[src/rtl/instr_fetch_decode_if.sv]
// Bus between the fetch/decode block (master) and its ROM plus the issue consumer (slave).
// Issue handshake: the master raises issue_valid with op/rd/rs/imm/we/alu_sel and holds them
// stable until it samples issue_ready=1 on a rising clk edge; that edge is the only transfer.
interface instr_fetch_decode_if;
  logic [2:0]  rom_addr;
  logic        rom_en;
  logic [24:0] rom_data;
  logic        issue_valid;
  logic        issue_ready;
  logic [2:0]  op;
  logic [2:0]  rd;
  logic [2:0]  rs;
  logic [15:0] imm;
  logic        we;
  logic [1:0]  alu_sel;

  modport master (
    output rom_addr, rom_en,
    input  rom_data,
    output issue_valid,
    input  issue_ready,
    output op, rd, rs, imm, we, alu_sel
  );

  modport slave (
    input  rom_addr, rom_en,
    output rom_data,
    input  issue_valid,
    output issue_ready,
    input  op, rd, rs, imm, we, alu_sel
  );
endinterface

[src/rtl/instr_fetch_decode.sv]
// Three-cycle fetch/decode sequencer: reads one 25-bit word from a registered-output ROM,
// decodes it and offers it to the datapath with a valid/ready handshake.
module instr_fetch_decode #(
  parameter logic [2:0] START_PC = 3'd0,
  parameter int         WRAP     = 1
) (
  input  logic                        clk,
  input  logic                        rst_n,
  input  logic                        start,
  instr_fetch_decode_if.master        bus,
  output logic                        busy,
  output logic                        halted,
  output logic [2:0]                  pc,
  output logic [2:0]                  state_dbg
);

  typedef enum logic [2:0] {
    S_IDLE  = 3'd0,
    S_FETCH = 3'd1,
    S_WAIT  = 3'd2,
    S_ISSUE = 3'd3,
    S_HALT  = 3'd4
  } state_t;

  localparam logic [2:0] OP_HALT = 3'b111;

  state_t      state;
  logic [24:0] ir;
  logic        issue_valid;
  logic        we;
  logic [1:0]  alu_sel;
  logic        rom_en;

  logic [2:0]  rom_op;
  logic        dec_we;
  logic [1:0]  dec_alu;
  logic        last_addr;

  assign rom_op    = bus.rom_data[24:22];
  assign last_addr = (WRAP == 0) && (pc == 3'd7);

  // Decode straight from the ROM word so we/alu_sel are registered alongside IR.
  always_comb begin
    dec_we  = 1'b0;
    dec_alu = 2'b00;
    case (rom_op)
      3'b000:  begin dec_we = 1'b1; dec_alu = 2'b00; end
      3'b001:  begin dec_we = 1'b1; dec_alu = 2'b01; end
      3'b010:  begin dec_we = 1'b1; dec_alu = 2'b10; end
      3'b011:  begin dec_we = 1'b1; dec_alu = 2'b11; end
      default: begin dec_we = 1'b0; dec_alu = 2'b00; end
    endcase
  end

  always_ff @(posedge clk) begin
    if (!rst_n) begin
      state       <= S_IDLE;
      pc          <= START_PC;
      ir          <= '0;
      issue_valid <= 1'b0;
      we          <= 1'b0;
      alu_sel     <= 2'b00;
      busy        <= 1'b0;
      halted      <= 1'b0;
      rom_en      <= 1'b0;
    end else begin
      case (state)
        S_IDLE, S_HALT: begin
          if (start) begin
            state  <= S_FETCH;
            rom_en <= 1'b1;
            busy   <= 1'b1;
            halted <= 1'b0;
          end
        end
        S_FETCH: begin
          state <= S_WAIT;
        end
        S_WAIT: begin
          rom_en <= 1'b0;
          ir     <= bus.rom_data;
          // A halt word is consumed here: it advances pc but is never offered.
          if (rom_op == OP_HALT) begin
            state  <= S_HALT;
            pc     <= pc + 3'd1;
            busy   <= 1'b0;
            halted <= 1'b1;
          end else begin
            state       <= S_ISSUE;
            issue_valid <= 1'b1;
            we          <= dec_we;
            alu_sel     <= dec_alu;
          end
        end
        S_ISSUE: begin
          if (bus.issue_ready) begin
            issue_valid <= 1'b0;
            pc          <= pc + 3'd1;
            if (last_addr) begin
              state  <= S_HALT;
              busy   <= 1'b0;
              halted <= 1'b1;
            end else begin
              state  <= S_FETCH;
              rom_en <= 1'b1;
            end
          end
        end
        default: begin
          state       <= S_IDLE;
          issue_valid <= 1'b0;
          busy        <= 1'b0;
          halted      <= 1'b0;
          rom_en      <= 1'b0;
        end
      endcase
    end
  end

  assign bus.rom_addr    = pc;
  assign bus.rom_en      = rom_en;
  assign bus.issue_valid = issue_valid;
  assign bus.op          = ir[24:22];
  assign bus.rd          = ir[21:19];
  assign bus.rs          = ir[18:16];
  assign bus.imm         = ir[15:0];
  assign bus.we          = we;
  assign bus.alu_sel     = alu_sel;
  assign state_dbg       = state;

endmodule

[src/flat_wrapper.sv]
// flat-port wrapper written by rule: the top's interface ports become plain ports
module instr_fetch_decode_flat 
#(
  parameter logic [2:0] START_PC = 3'd0,
  parameter int         WRAP     = 1
)
  (clk, rst_n, start, busy, halted, pc, state_dbg, bus_rom_addr, bus_rom_en, bus_rom_data, bus_issue_valid, bus_issue_ready, bus_op, bus_rd, bus_rs, bus_imm, bus_we, bus_alu_sel);
  instr_fetch_decode_if bus_i ();
  input  logic clk;
  input  logic rst_n;
  input  logic start;
  output logic busy;
  output logic halted;
  output logic [2:0] pc;
  output logic [2:0] state_dbg;
  output wire logic [$bits(bus_i.rom_addr)-1:0] bus_rom_addr;
  output wire logic [$bits(bus_i.rom_en)-1:0] bus_rom_en;
  input wire logic [$bits(bus_i.rom_data)-1:0] bus_rom_data;
  output wire logic [$bits(bus_i.issue_valid)-1:0] bus_issue_valid;
  input wire logic [$bits(bus_i.issue_ready)-1:0] bus_issue_ready;
  output wire logic [$bits(bus_i.op)-1:0] bus_op;
  output wire logic [$bits(bus_i.rd)-1:0] bus_rd;
  output wire logic [$bits(bus_i.rs)-1:0] bus_rs;
  output wire logic [$bits(bus_i.imm)-1:0] bus_imm;
  output wire logic [$bits(bus_i.we)-1:0] bus_we;
  output wire logic [$bits(bus_i.alu_sel)-1:0] bus_alu_sel;
  assign bus_rom_addr = bus_i.rom_addr;
  assign bus_rom_en = bus_i.rom_en;
  assign bus_i.rom_data = bus_rom_data;
  assign bus_issue_valid = bus_i.issue_valid;
  assign bus_i.issue_ready = bus_issue_ready;
  assign bus_op = bus_i.op;
  assign bus_rd = bus_i.rd;
  assign bus_rs = bus_i.rs;
  assign bus_imm = bus_i.imm;
  assign bus_we = bus_i.we;
  assign bus_alu_sel = bus_i.alu_sel;
  instr_fetch_decode #(.START_PC(START_PC), .WRAP(WRAP)) u_core (.clk(clk), .rst_n(rst_n), .start(start), .bus(bus_i), .busy(busy), .halted(halted), .pc(pc), .state_dbg(state_dbg));
endmodule
[config.mk]
export PLATFORM = sky130hd
export DESIGN_NAME = instr_fetch_decode_flat
export DESIGN_NICKNAME = d
export VERILOG_FILES = /design/src/rtl/instr_fetch_decode_if.sv /design/src/rtl/instr_fetch_decode.sv /design/src/flat_wrapper.sv
export SDC_FILE = /design/constraint.sdc
export NUM_CORES = 1
export LEC_CHECK = 0
export BUFFER_PORTS_ARGS = -buffer_cell sky130_fd_sc_hd__buf_2
export CORE_ASPECT_RATIO = 0.5
export CORE_MARGIN = 2
export CORE_UTILIZATION = 46
export CTS_CLUSTER_DIAMETER = 30
export DETAILED_ROUTE_END_ITERATION = 16
export PLACE_DENSITY = 0.85
export SLEW_MARGIN = 20
export SYNTH_ARGS = -nofsm -noshare
export SYNTH_HDL_FRONTEND = slang
export SYNTH_SLANG_ARGS = --single-unit
[constraint.sdc]
create_clock -name clk -period 1.65 [get_ports clk]
set_input_delay 0.33 -clock clk [delete_from_list [all_inputs] [get_ports clk]]
set_output_delay 0.33 -clock clk [all_outputs]
set_load 0.01 [all_outputs]
# Word-level counts from Yosys, hierarchy flattened
# Cells that the tools add are included.
# op_classes
addsub	1
n_eq_ne	12
mux	20
bitwise	4
reduce_logical	13
# op_table
op	count
two-way mux 3 bit	5
equality test 3 x 2 -> 1 bit (second input constant)	4
one-hot mux 1 bit (3 select lines)	4
one-hot mux 3 bit (4 select lines)	1
AND reduction 3 bit	4
two-way mux 1 bit	8
equality test 3 x 1 -> 1 bit (second input constant)	2
equality test 3 bit (second input constant)	2
logical NOT 3 bit	2
inequality test 2 bit (second input constant)	3
one-hot mux 2 bit (3 select lines)	1
one-hot mux 3 bit (2 select lines)	1
NOT 1 bit	4
AND reduction 2 bit	2
OR reduction 2 bit	2
OR reduction 4 bit	1
adder 3 x 1 -> 3 bit (second input constant)	1
OR reduction 3 bit	1
inequality test 2 x 1 -> 1 bit (second input constant)	1
nonzero test 2 bit	1
# totals
ff_bits	38
input_bits	29
out_inout_bits	41
wordCells	59

# Depth between registers and ports, before layout
# Gate-level depths: netlist of run 1.
# logic_depth
ltp_word	4
depth_mapped	5
ltp_nobuf	4

# Least setup slack after synthesis of run 1
# OpenSTA, ideal clock, no wires.
# synth_timing
path_kind	reg2reg
from	register u_core.state[1] (netlist: u_core.state_dbg[1])
to	register u_core.pc[2] (netlist: u_core.bus.rom_addr[2])
setup_time_ns	0.072
arrival_ns	1.289
t_required_ns	1.578
slack_ns	0.289
path_stages_with_launch	5
path_buffers	1
period_less_slack_ns	1.361
cell_sequence	dfxtp_1 -> clkbuf_1 -> nand2b_1 -> a2111oi_2 -> mux2i_1
# synth_between
elab_chain_len	3
word_cells_on_any_way	7
classes_between	eq/ne: 4; mux: 1; reduce/logical: 2
# synth_rtl
element	line_no	text
start, declared	instr_fetch_decode.sv:27	state_t state;
start signal, assigned	instr_fetch_decode.sv:57	state <= S_IDLE;
start signal, assigned	instr_fetch_decode.sv:70	state <= S_FETCH;
start signal, assigned	instr_fetch_decode.sv:77	state <= S_WAIT;
equality test 3 x 2 -> 1 bit	instr_fetch_decode.sv:67	case (state)
inequality test 2 x 1 -> 1 bit (no line), or another cell as far along	n/a	
AND reduction 3 bit (no line)	n/a	
end signal, assigned	instr_fetch_decode.sv:85	pc <= pc + 3'd1;
end signal, assigned	instr_fetch_decode.sv:98	pc <= pc + 3'd1;
end, declared	instr_fetch_decode.sv:13	output logic [2:0] pc,
# Several ways; a longest one is shown, not always the timed one.
# A chain may end at the register's enable or synchronous reset.

# Final worst setup path of run 1
# layout_timing
from	register u_core.state[0] (netlist: u_core.state_dbg[0])
to	register u_core.ir[4]
# layout_between
elab_chain_len	1
# layout_rtl
element	line_no	text
equality test 3 x 2 -> 1 bit	instr_fetch_decode.sv:67	
end signal, assigned	instr_fetch_decode.sv:81	ir <= bus.rom_data;
end, declared	instr_fetch_decode.sv:28	logic [24:0] ir;
# No other way between the ends.

==> results of run 1 <==
==> cells by family after synthesis <==
kind of cell    synth area share, %
mux                            2.51
flops                          47.6
fa+ha+maj                     0.784
buf+inv                        6.19
simple gates                   20.1
compound gates                 22.7
==> flip-flops by register name, indices dropped and copies added, names as in the netlist <==
signal / flops
u_core.ir: 25
u_core.bus.alu_sel: 2
u_core.bus.we: 1
u_core.state_dbg: 3
u_core.halted: 1
u_core.bus.rom_en: 1
u_core.bus.issue_valid: 1
u_core.busy: 1
u_core.bus.rom_addr: 3
==> worst paths after layout <==
path                                    start                          to  cells after the start
min                           bus_rom_data[5]   u_core.ir[5]$_SDFFE_PN0N_                      3
max reg2reg  u_core.state_dbg[0]$_SDFFE_PN0P_   u_core.ir[4]$_SDFFE_PN0N_                      5
min reg2reg        u_core.ir[18]$_SDFFE_PN0N_  u_core.ir[18]$_SDFFE_PN0N_                      2
max          u_core.state_dbg[0]$_SDFFE_PN0P_   u_core.ir[4]$_SDFFE_PN0N_                      5
==> power by group <==
part | internal [mW] | total [mW] | switching (mW) | leakage (nW)
logic | 0.174 | 0.387 | 0.214 | 0.585
registers | 0.981 | 1.01 | 0.0334 | 0.309
clock network | 0.337 | 0.646 | 0.310 | 0.0482
==> stage by stage <==
stage | power [mW] | hold slack [ns]
after detailed placement | 1.42 | 0.444
after global routing | 2.16 | 0.270
after floorplan | 1.27 | 0.463
after CTS | 2.07 | 0.264
after global placement | 1.41 | 0.438
final | 2.05 | 0.274
==> Yosys cell counts <==
master,count,area (um2)
a21boi_1,20,150
mux2i_1,4,40.0
o21ai_0,2,10.0
nor3b_2,1,12.5
nor2_1,3,11.3
nand2_1,58,218
a2bb2oi_1,2,17.5
nand3_1,3,15.0
clkbuf_1,8,30.0
a21boi_0,7,52.6
ha_1,1,12.5
nand3b_1,1,7.51
a21oi_1,1,5.00
o221a_1,1,11.3
and3_1,1,6.26
or3b_1,1,8.76
o31ai_1,1,7.51
buf_2,4,20.0
nor2b_1,2,12.5
a2111oi_2,1,15.0
a21oi_2,1,8.76
o211a_1,1,10.0
o21ai_1,2,10.0
a221oi_1,1,8.76
inv_1,2,7.51
a211oi_2,1,12.5
and2_1,1,6.26
nor3_1,1,5.00
o21a_1,2,15.0
o2111a_1,1,11.3
nand2b_1,3,18.8
buf_6,1,11.3
o2111ai_1,1,8.76
dfxtp_1,38,761
o2bb2ai_1,1,8.76
buf_4,4,30.0
==> routing by layer <==
| layer | global-route usage, % | wire length, um |
|---|---|---|
| met3 | 5.43 | 132 |
| met5 | 0 | 0 |
| met4 | 6.77 | 29 |
| met2 | 31.8 | 1790 |
| met1 | 21.7 | 1620 |
==> critical path, cell delays in order (launching register included) <==
cell and delay, ns:
dfxtp_1 0.32, buf_4 0.18, nor3b_4 0.32, buf_4 0.28, nand2_1 0.07, a21boi_0 0.15
==> final cells by class <==
class	instances	area, um2
Fill cell	306	1310
Sequential cell	38	761
Multi-Input combinational cell	126	743
Timing Repair Buffer	78	413
Clock buffer	7	86.3
Tap cell	42	52.6
Inverter	2	7.51
Clock inverter	1	5.00
==> results by group, run 1 <==
STA
  – Setup TNS: 0 ns
  – Relative slew slack: 76.7%
  – Post-route clock skew: 0.00210 ns
  – RSZ-0062 raised after global routing: no
  – Final Hold Violating Endpoints: 0
  – Final Critical Period: 1.39 ns
  – Worst-Margin Slew: 0.349 ns
  – Final worst path period share: 84.3%
  – Worst-case setup margin in the final layout: 0.259 ns
  – Fin. max-slew vios: 0
  – Final-report setup violation count: 0
  – Max frequency: 719 MHz

Synthesis
  – Number of warnings issued by yosys: 0
  – Post-synthesis net count: 213
  – Distinct cell type count of the synthesized netlist: 36
  – Mean area per synthesized cell: 8.72 um2
  – Syn Std Cell Area: 1600 um2
  – Mapped Cells: 183
  – Post-synthesis register bit count: 38
  – Share of synthesized area occupied by flip-flops and latches: 47.6%

Placed design
  – Estimated wirelength of the detail-placed design: 2.67 mm
  – Buffers added on ports: 69
  – Cell area after placement: 1980 um2
  – Routability congestion estimate from global placement: 0.798
  – Worst setup slack before clock tree synthesis: 0.103 ns
  – Total instance count after detailed placement: 286

Clocking
  – Post-cts resize count: 0
  – Deepest level of the CTS H-tree: 2
  – Hold-fix buffer count after cts: 0
  – Num CTS Buffers: 5
  – Clock transition time at the flip-flop clock pins of the worst setup and hold paths: 0.07 ns
  – Buffers inserted by post-CTS timing repair: 0
  – Number of sinks on the clock net: 38
  – Maximum clock insertion buffer count: 2
  – CTS root buf: clkbuf_8
  – TritonCTS clock tree: built
  – Clock network latency to the later pin of the worst-skew pair: 0.29 ns

Cells and area
  – Fraction of final layout cells with drive strength greater than 1: 35.3%
  – Commonest non-fill, non-tap cells in the layout: buf_2 (69), nand2_1 (58), dfxtp_1 (38)
  – Synth-to-layout area growth: 29.5%
  – Leading cell type in the layout, fill and taps excluded: buf_2
  – Antenna Cells: 0
  – Number of standard cells in the final layout excluding fillers: 294
  – Number of nets in the finished design: 281
  – Total non-filler cell area in the finished layout: 2070 um2
  – Utilization after layout: 61.2%

Worst hold path
  – Worst hold-check path type: in2reg

Die
  – Width of the die: 87.3 um
  – Standard cell core area: 3380 um2
  – Effective utilization at floorplan: 47.3%
  – Die Area: 3990 um2
  – I/O Pins: 70
  – Core Rows: 15
  – Die Y: 45.7 um

Routing
  – Final antenna-violating net count: 0
  – 1st-iter DRT viols: 24
  – Total wire length: 3.57 mm
  – Via count of the routed design: 1,468
  – Post-detailed-route DRC marker count: 0
  – Vias per cell: 4.99
  – Mean routed wirelength per cell: 12.1 um
  – First-pass iteration count of the detailed router: 4

Critical path
  – Worst setup path category: reg2reg
  – Crit path capture type: register
  – Crit-path max FO: 17
  – Arrival @ worst endpoint: 1.60 ns
  – Required time of the critical path: 1.86 ns
  – Worst reg-to-reg setup slack: 0.26 ns
  – Critical Path Start Type: register

Global route
  – Antenna violations before repair: 0
  – Overall overflow remaining after global route: 0
  – Largest net degree at the start of global routing: 30
  – Global-route usage over all layers: 18.2%
  – Number of global-route vias before repair: 1,230
  – First-pass GRT wire length: 5.44 mm

Power and ir drop
  – Worst-case vdd ir drop: 0.491 mV
  – Leakage power total: 0.942 nW
  – Power density over the cells: 990 nW/um2

Run status
  – Status: finished clean

Run
  – Max-cap violations: 0
(Power assumes the default switching activity.)
==> run 2, diff against run 1 <==
clock period = 1.3 ns   (was 1.65 ns; I/O delays follow)
==> run 2 against run 1 <==
  * Via count rose by 6.4%
  * Fmax rose by 6.0%
  * Core utilization rose by 7.4 points
  * Wire length rose by 19%
  * Sequential power rose by 28%
  * Non-clock buffer count rose by 14
  * Clock skew rose by 0.0021 ns
  * The run now ends with setup timing left
  * Critical path depth rose by 1
  * Critical endpoint is now u_core.ir[17]$_SDFFE_PN0N_
  * Sequential cell count did not move
  * Cell count rose by 4.8%
==> results by group, run 2 (same netlist as run 1, synthesis figures left out) <==
Cells and area
  – Commonest non-fill, non-tap cells in the layout: buf_2 (69), nand2_1 (53), dfxtp_1 (35) (was buf_2 (69), nand2_1 (58), dfxtp_1 (38))
  – Fill cell total of the finished layout: 256 (was 306)
  – Number of nets in the finished design: 295 (was 281)
  – Antenna Cells: 0 (unchanged)
  – Multi-input combinational cell area: 795 um2 (was 743 um2)
  – Reg with most FFs: u_core.ir (unchanged)
  – Flip-flop and latch area: 764 um2 (was 761 um2)
  – Fraction of final layout cells with drive strength greater than 1: 44.0% (was 35.3%)
  – Synth-to-layout area growth: 45.2% (was 29.5%)
  – Number of flip-flops in the largest register: 25 (unchanged)
  – Total non-filler cell area in the finished layout: 2320 um2 (was 2070 um2)
  – Leading cell type in the layout, fill and taps excluded: buf_2 (unchanged)

Die
  – Die Y: 45.7 um (unchanged)
  – Standard cell core area: 3380 um2 (unchanged)
  – Width of the die: 87.3 um (unchanged)
  – Effective utilization at floorplan: 47.3% (unchanged)
  – I/O Pins: 70 (unchanged)
  – Core Rows: 15 (unchanged)
  – Die Area: 3990 um2 (unchanged)

Routing
  – Mean routed wirelength per cell: 13.8 um (was 12.1 um)
  – Final antenna-violating net count: 0 (unchanged)
  – First-pass iteration count of the detailed router: 4 (unchanged)
  – Via count of the routed design: 1,562 (was 1,468)
  – Total wire length: 4.24 mm (was 3.57 mm)
  – 1st-iter DRT viols: 66 (was 24)
  – Post-detailed-route DRC marker count: 0 (unchanged)
  – Vias per cell: 5.07 (was 4.99)

STA
  – RSZ-0062 raised after global routing: yes (was no)
  – Fin. max-slew vios: 0 (unchanged)
  – Hold Slack: 0.202 ns (was 0.274 ns)
  – Relative slew slack: 75.0% (was 76.7%)
  – Final-report setup violation count: 3 (was 0)
  – Post-route clock skew: 0.00416 ns (was 0.00210 ns)
  – Max frequency: 762 MHz (was 719 MHz)
  – Final worst path period share: 101% (was 84.3%)
  – Worst-case setup margin in the final layout: -0.0125 ns (was 0.259 ns)
  – Worst-Margin Slew: 0.376 ns (was 0.349 ns)
  – Final Hold Violating Endpoints: 0 (unchanged)
  – Final Critical Period: 1.31 ns (was 1.39 ns)

Critical path
  – Worst reg-to-reg setup slack: -0.01 ns (was 0.26 ns)
  – Arrival @ worst endpoint: 1.53 ns (was 1.60 ns)
  – Worst setup path category: reg2reg (unchanged)
  – Crit path capture type: register (unchanged)
  – Critical Path Start Type: register (unchanged)
  – Slowest stage cell on the critical path: dfxtp_2 (was dfxtp_1)
  – Worst Reg-to-Reg Cells: 6 (was 5)
  – Required time of the critical path: 1.51 ns (was 1.86 ns)
  – Series of cell instances along the critical path: buf_6 > nor3b_4 > buf_6 > buf_8 > nand2_1 > a21boi_1 (was buf_4 > nor3b_4 > buf_4 > nand2_1 > a21boi_0)
  – Crit-path max FO: 8 (was 17)
  – Most common cell type on the critical path: buf_6 (was buf_4)
  – Delay contributed by the slowest stage of the critical path: 0.33 ns (was 0.32 ns)

Clocking
  – Number of sinks on the clock net: 38 (unchanged)
  – Hold-fix buffer count after cts: 0 (unchanged)
  – Clock transition time at the flip-flop clock pins of the worst setup and hold paths: 0.07 ns (about the same)
  – Clock network latency to the later pin of the worst-skew pair: 0.29 ns (about the same)
  – CTS root buf: clkbuf_8 (unchanged)
  – TritonCTS clock tree: built (unchanged)
  – Num CTS Buffers: 5 (unchanged)
  – Maximum clock insertion buffer count: 2 (unchanged)
  – Deepest level of the CTS H-tree: 2 (unchanged)

Power and ir drop
  – Worst-case vdd ir drop: 0.607 mV (was 0.491 mV)
  – Leakage power total: 1.06 nW (was 0.942 nW)
  – Power density over the cells: 1200 nW/um2 (was 990 nW/um2)

Global route
  – Global-route track usage on met3: 6.34% (was 5.43%)
  – Global-route usage over all layers: 19.8% (was 18.2%)
  – Met2 capacity usage during global routing: 37.9% (was 31.8%)
  – Overall overflow remaining after global route: 0 (unchanged)
  – Global routing's busiest layer: met2 (unchanged)
  – Antenna violations before repair: 0 (unchanged)
  – Number of global-route vias before repair: 1,408 (was 1,230)
  – Largest net degree at the start of global routing: 26 (was 30)
  – First-pass GRT wire length: 6.00 mm (was 5.44 mm)
  – Global routing met1 resource utilization: 20.8% (was 21.7%)

Placed design
  – Routability congestion estimate from global placement: 0.772 (was 0.798)
  – Cell area after placement: 2070 um2 (was 1980 um2)
  – Estimated wirelength of the detail-placed design: 2.84 mm (was 2.67 mm)
  – Buffers added on ports: 69 (unchanged)

Run status
  – Failing checks: setup timing
  – Status: finished with violations (was finished clean)

Worst hold path
  – Worst hold-check path type: in2reg (unchanged)
  – Count of cells along the worst hold path: 3 (unchanged)

Run
  – Max-cap violations: 0 (unchanged)
## run 2: cell types whose count changed in the layout (fill, tap and decap cells not counted), sizes merged
cell and change:
buf +12, clkbuf +2
## run 2: stage by stage
| stage | util, % | setup slack (ns) | total power [mW] | cells | setup TNS [ns] |
|---|---|---|---|---|---|
| detailed placement | 61.1 | -0.0485 | 1.86 | 296 | -0.0880 |
| global route | 68.6 | -0.105 | 2.90 | 308 | -1.62 |
| finish | 68.6 | -0.0125 | 2.79 | 308 | -0.0211 |
| CTS | 65.0 | -0.0290 | 2.72 | 305 | -0.0648 |
| floorplan | - | -0.00657 | 1.62 | 183 | -0.00657 |
| global placement | 61.1 | 0.0157 | 1.83 | 296 | 0 |
## run 2: where the power goes
part	leakage (nW)	internal [mW]	switching, mW	total, mW
registers	0.310	1.25	0.0458	1.29
logic	0.699	0.331	0.323	0.653
clock network	0.0482	0.428	0.412	0.840
total	1.06	2.01	0.781	2.79
## run 2: critical path: cells and delay by family, from the launching register on
kind                   cells  cell delay (ns)
AO/OA/AOI/OAI              1             0.14
AND/OR/NAND/NOR            2             0.34
buffers and inverters      3             0.42
flip-flops                 1             0.33
## run 2: area by class of cell
class | instances | share of cell area, %
inverters | 2 | 0.324
well taps | 42 | 2.27
flip-flops and latches | 38 | 33.0
multi-input cells | 126 | 34.3
clock buffers | 7 | 3.72
clock inverters | 1 | 0.216
repair buffers | 92 | 26.2
## run 2: timing repair
item,4_1_cts,5_1_grt
setup endpoints to repair,23,36
pin swaps,2,7
cloned,0,2
setup buffers,1,1
resized for setup,7,24
## run 2: final timing paths
| path | from | to |
|---|---|---|
| worst max-delay path | u_core.state_dbg[2]$_SDFFE_PN0P_ | u_core.ir[17]$_SDFFE_PN0N_ |
| worst min-delay path | bus_rom_data[8] | u_core.ir[8]$_SDFFE_PN0N_ |
| worst max register to register | u_core.state_dbg[2]$_SDFFE_PN0P_ | u_core.ir[17]$_SDFFE_PN0N_ |
| worst min register to register | u_core.ir[3]$_SDFFE_PN0N_ | u_core.ir[3]$_SDFFE_PN0N_ |
## run 2: metal layers
layer  up-vias  wire length [um]
li1        775                 -
met1       724              1730
met2        55              2180
met3         8               264
met4         0                65
met5         -                 0
==> run 3, diff against run 2 <==
CORE_UTILIZATION = 42   (was 46)
PLACE_DENSITY = 0.82   (was 0.85)
clock period = 1.1 ns   (was 1.3 ns; I/O delays follow)
==> run 3 against run 2 <==
  * Largest power group unchanged
  * Clock skew rose by 0.0022 ns
  * Combinational power rose by 31%
  * Critical path type unchanged
  * Core utilization rose by 1.3 points
  * The flow still finishes with violations (setup timing)
  * Global-route usage fell by 0.23 points
==> results by group, run 3 (same netlist as run 1, synthesis figures left out) <==
Run status
  – Status: finished with violations (unchanged)
  – Failing checks: setup timing (unchanged)

STA
  – Final Hold Violating Endpoints: 0 (unchanged)
  – Hold Slack: 0.154 ns (was 0.202 ns)
  – Worst-case setup margin in the final layout: -0.237 ns (was -0.0125 ns)
  – Post-route clock skew: 0.00635 ns (was 0.00416 ns)
  – Final-report setup violation count: 39 (was 3)
  – Relative slew slack: 74.5% (was 75.0%)
  – Max frequency: 748 MHz (was 762 MHz)
  – Worst-Margin Slew: 0.381 ns (was 0.376 ns)
  – Final Critical Period: 1.34 ns (was 1.31 ns)
  – RSZ-0062 raised after global routing: yes (unchanged)
  – Final worst path period share: 122% (was 101%)
  – Fin. max-slew vios: 0 (unchanged)

Routing
  – Met2 wire length: 2.40 mm (was 2.18 mm)
  – Met3 wirelength from detailed routing: 187 um (was 264 um)
  – Total wire length: 4.71 mm (was 4.24 mm)
  – Met1 layer wirelength in the final routing: 2.00 mm (was 1.73 mm)
  – Post-detailed-route DRC marker count: 0 (unchanged)
  – Mean routed wirelength per cell: 14.6 um (was 13.8 um)
  – Vias per cell: 4.97 (was 5.07)
  – 1st-iter DRT viols: 55 (was 66)
  – Via count of the routed design: 1,605 (was 1,562)
  – First-pass iteration count of the detailed router: 4 (unchanged)
  – Final antenna-violating net count: 0 (unchanged)
  – Max layer used: met4 (unchanged)

Cells and area
  – Fraction of final layout cells with drive strength greater than 1: 49.6% (was 44.0%)
  – Number of nets in the finished design: 301 (was 295)
  – Number of flip-flops in the largest register: 25 (unchanged)
  – Synth-to-layout area growth: 54.6% (was 45.2%)
  – Fill cell total of the finished layout: 267 (was 256)
  – Utilization after layout: 70.0% (was 68.6%)
  – Antenna Cells: 0 (unchanged)
  – Leading cell type in the layout, fill and taps excluded: buf_2 (unchanged)
  – Total non-filler cell area in the finished layout: 2470 um2 (was 2320 um2)
  – Commonest non-fill, non-tap cells in the layout: buf_2 (63), nand2_1 (53), dfxtp_1 (33) (was buf_2 (69), nand2_1 (53), dfxtp_1 (35))
  – Reg with most FFs: u_core.ir (unchanged)

Power and ir drop
  – Leakage power total: 1.10 nW (was 1.06 nW)
  – Worst-case vdd ir drop: 0.549 mV (was 0.607 mV)
  – Power density over the cells: 1380 nW/um2 (was 1200 nW/um2)

Critical path
  – Series of cell instances along the critical path: or3b_4 > buf_6 > a2bb2oi_2 > nor2b_1 (was buf_6 > nor3b_4 > buf_6 > buf_8 > nand2_1 > a21boi_1)
  – First element of the critical path: u_core.state_dbg[0]$_SDFFE_PN0P_ (was u_core.state_dbg[2]$_SDFFE_PN0P_)
  – Required time of the critical path: 1.31 ns (was 1.51 ns)
  – Critical Path Start Type: register (unchanged)
  – Critical register-to-register path startpoint: u_core.state_dbg[0]$_SDFFE_PN0P_ (was u_core.state_dbg[2]$_SDFFE_PN0P_)
  – Slowest stage cell on the critical path: or3b_4 (was dfxtp_2)
  – Worst reg-to-reg setup slack: -0.24 ns (was -0.01 ns)
  – Arrival @ worst endpoint: 1.55 ns (was 1.53 ns)
  – Worst setup path category: reg2reg (unchanged)
  – Crit-path max FO: 6 (was 8)
  – Crit path capture type: register (unchanged)
  – Delay contributed by the slowest stage of the critical path: 0.46 ns (was 0.33 ns)

Die
  – I/O Pins: 70 (unchanged)
  – Standard cell core area: 3530 um2 (was 3380 um2)
  – Width of the die: 91.2 um (was 87.3 um)
  – Core Rows: 15 (unchanged)
  – Effective utilization at floorplan: 45.2% (was 47.3%)
  – Die Area: 4340 um2 (was 3990 um2)
  – Die Y: 47.6 um (was 45.7 um)

Worst hold path
  – Worst hold-check path type: in2reg (unchanged)
  – Hold path start: bus_rom_data[9] (was bus_rom_data[8])

Clocking
  – Number of sinks on the clock net: 38 (unchanged)
  – Clock network latency to the later pin of the worst-skew pair: 0.29 ns (about the same)
  – Deepest level of the CTS H-tree: 2 (unchanged)
  – CTS root buf: clkbuf_8 (unchanged)
  – Maximum clock insertion buffer count: 2 (unchanged)
  – Num CTS Buffers: 5 (unchanged)
  – Clock transition time at the flip-flop clock pins of the worst setup and hold paths: 0.08 ns (was 0.07 ns)
  – TritonCTS clock tree: built (unchanged)

Global route
  – Global-route usage over all layers: 19.6% (was 19.8%)
  – Largest net degree at the start of global routing: 29 (was 26)
  – Number of global-route vias before repair: 1,479 (was 1,408)
  – Antenna violations before repair: 0 (unchanged)
  – Overall overflow remaining after global route: 0 (unchanged)
  – First-pass GRT wire length: 6.55 mm (was 6.00 mm)

Placed design
  – Cell area after placement: 2090 um2 (was 2070 um2)
  – Estimated wirelength of the detail-placed design: 2.77 mm (was 2.84 mm)
  – Buffers added on ports: 69 (unchanged)
  – Worst setup slack before clock tree synthesis: -0.226 ns (was -0.0485 ns)
  – Routability congestion estimate from global placement: 0.786 (was 0.772)

Run
  – Max-cap violations: 0 (unchanged)
run 3: through the flow:
| stage | TNS [ns] | instances | total power [mW] |
|---|---|---|---|
| after global routing | -7.25 | 323 | 3.54 |
| after global placement | -5.79 | 304 | 2.18 |
| after CTS | -4.34 | 318 | 3.31 |
| after floorplan | -3.99 | 183 | 1.93 |
| after detailed placement | -6.47 | 304 | 2.20 |
| final | -5.71 | 323 | 3.40 |
run 3: final timing paths:
path	to	cells after the start
max	u_core.state_dbg[2]$_SDFFE_PN0P_	4
min	u_core.ir[9]$_SDFFE_PN0N_	3
max reg2reg	u_core.state_dbg[2]$_SDFFE_PN0P_	4
min reg2reg	u_core.ir[2]$_SDFFE_PN0N_	2
run 3: cell type report:
class	instances	area, um2	share of cell area (%)
clock buffer	6	82.6	3.35
clock inverter	2	11.3	0.456
inverter	2	7.51	0.304
multi-input combinational	126	855	34.6
sequential	38	772	31.3
tap	51	63.8	2.58
timing repair buffer	98	677	27.4
run 3: worst max-delay path: cells and delay by family (launching register included):
family,cells,cell delay (ns)
DFF,1,0.37
buffers and inverters,1,0.15
and+or+nand+nor,2,0.60
AOI/OAI and AO/OA,1,0.13
run 3: repair_timing:
| item | 4_1_cts | 5_1_grt |
|---|---|---|
| pin swaps | 2 | 15 |
| setup endpoints to repair | 40 | 44 |
| buffers inserted | 6 | 4 |
| resized for setup | 18 | 26 |
| hold buffers | 0 | 0 |
| gates cloned | 0 | 1 |
run 3: power breakdown:
part / total (mW) / switching [mW] / internal [mW]
sequential: 1.53 / 0.0586 / 1.47
clock: 1.01 / 0.508 / 0.506
combinational: 0.856 / 0.420 / 0.436
total: 3.40 / 0.987 / 2.41
run 3: per-layer routing:
layer	track usage [%]	vias to the layer above
met4	11.8	0
met5	0	-
met1	22.1	761
met3	5.35	13
met2	35.7	43
li1	-	788
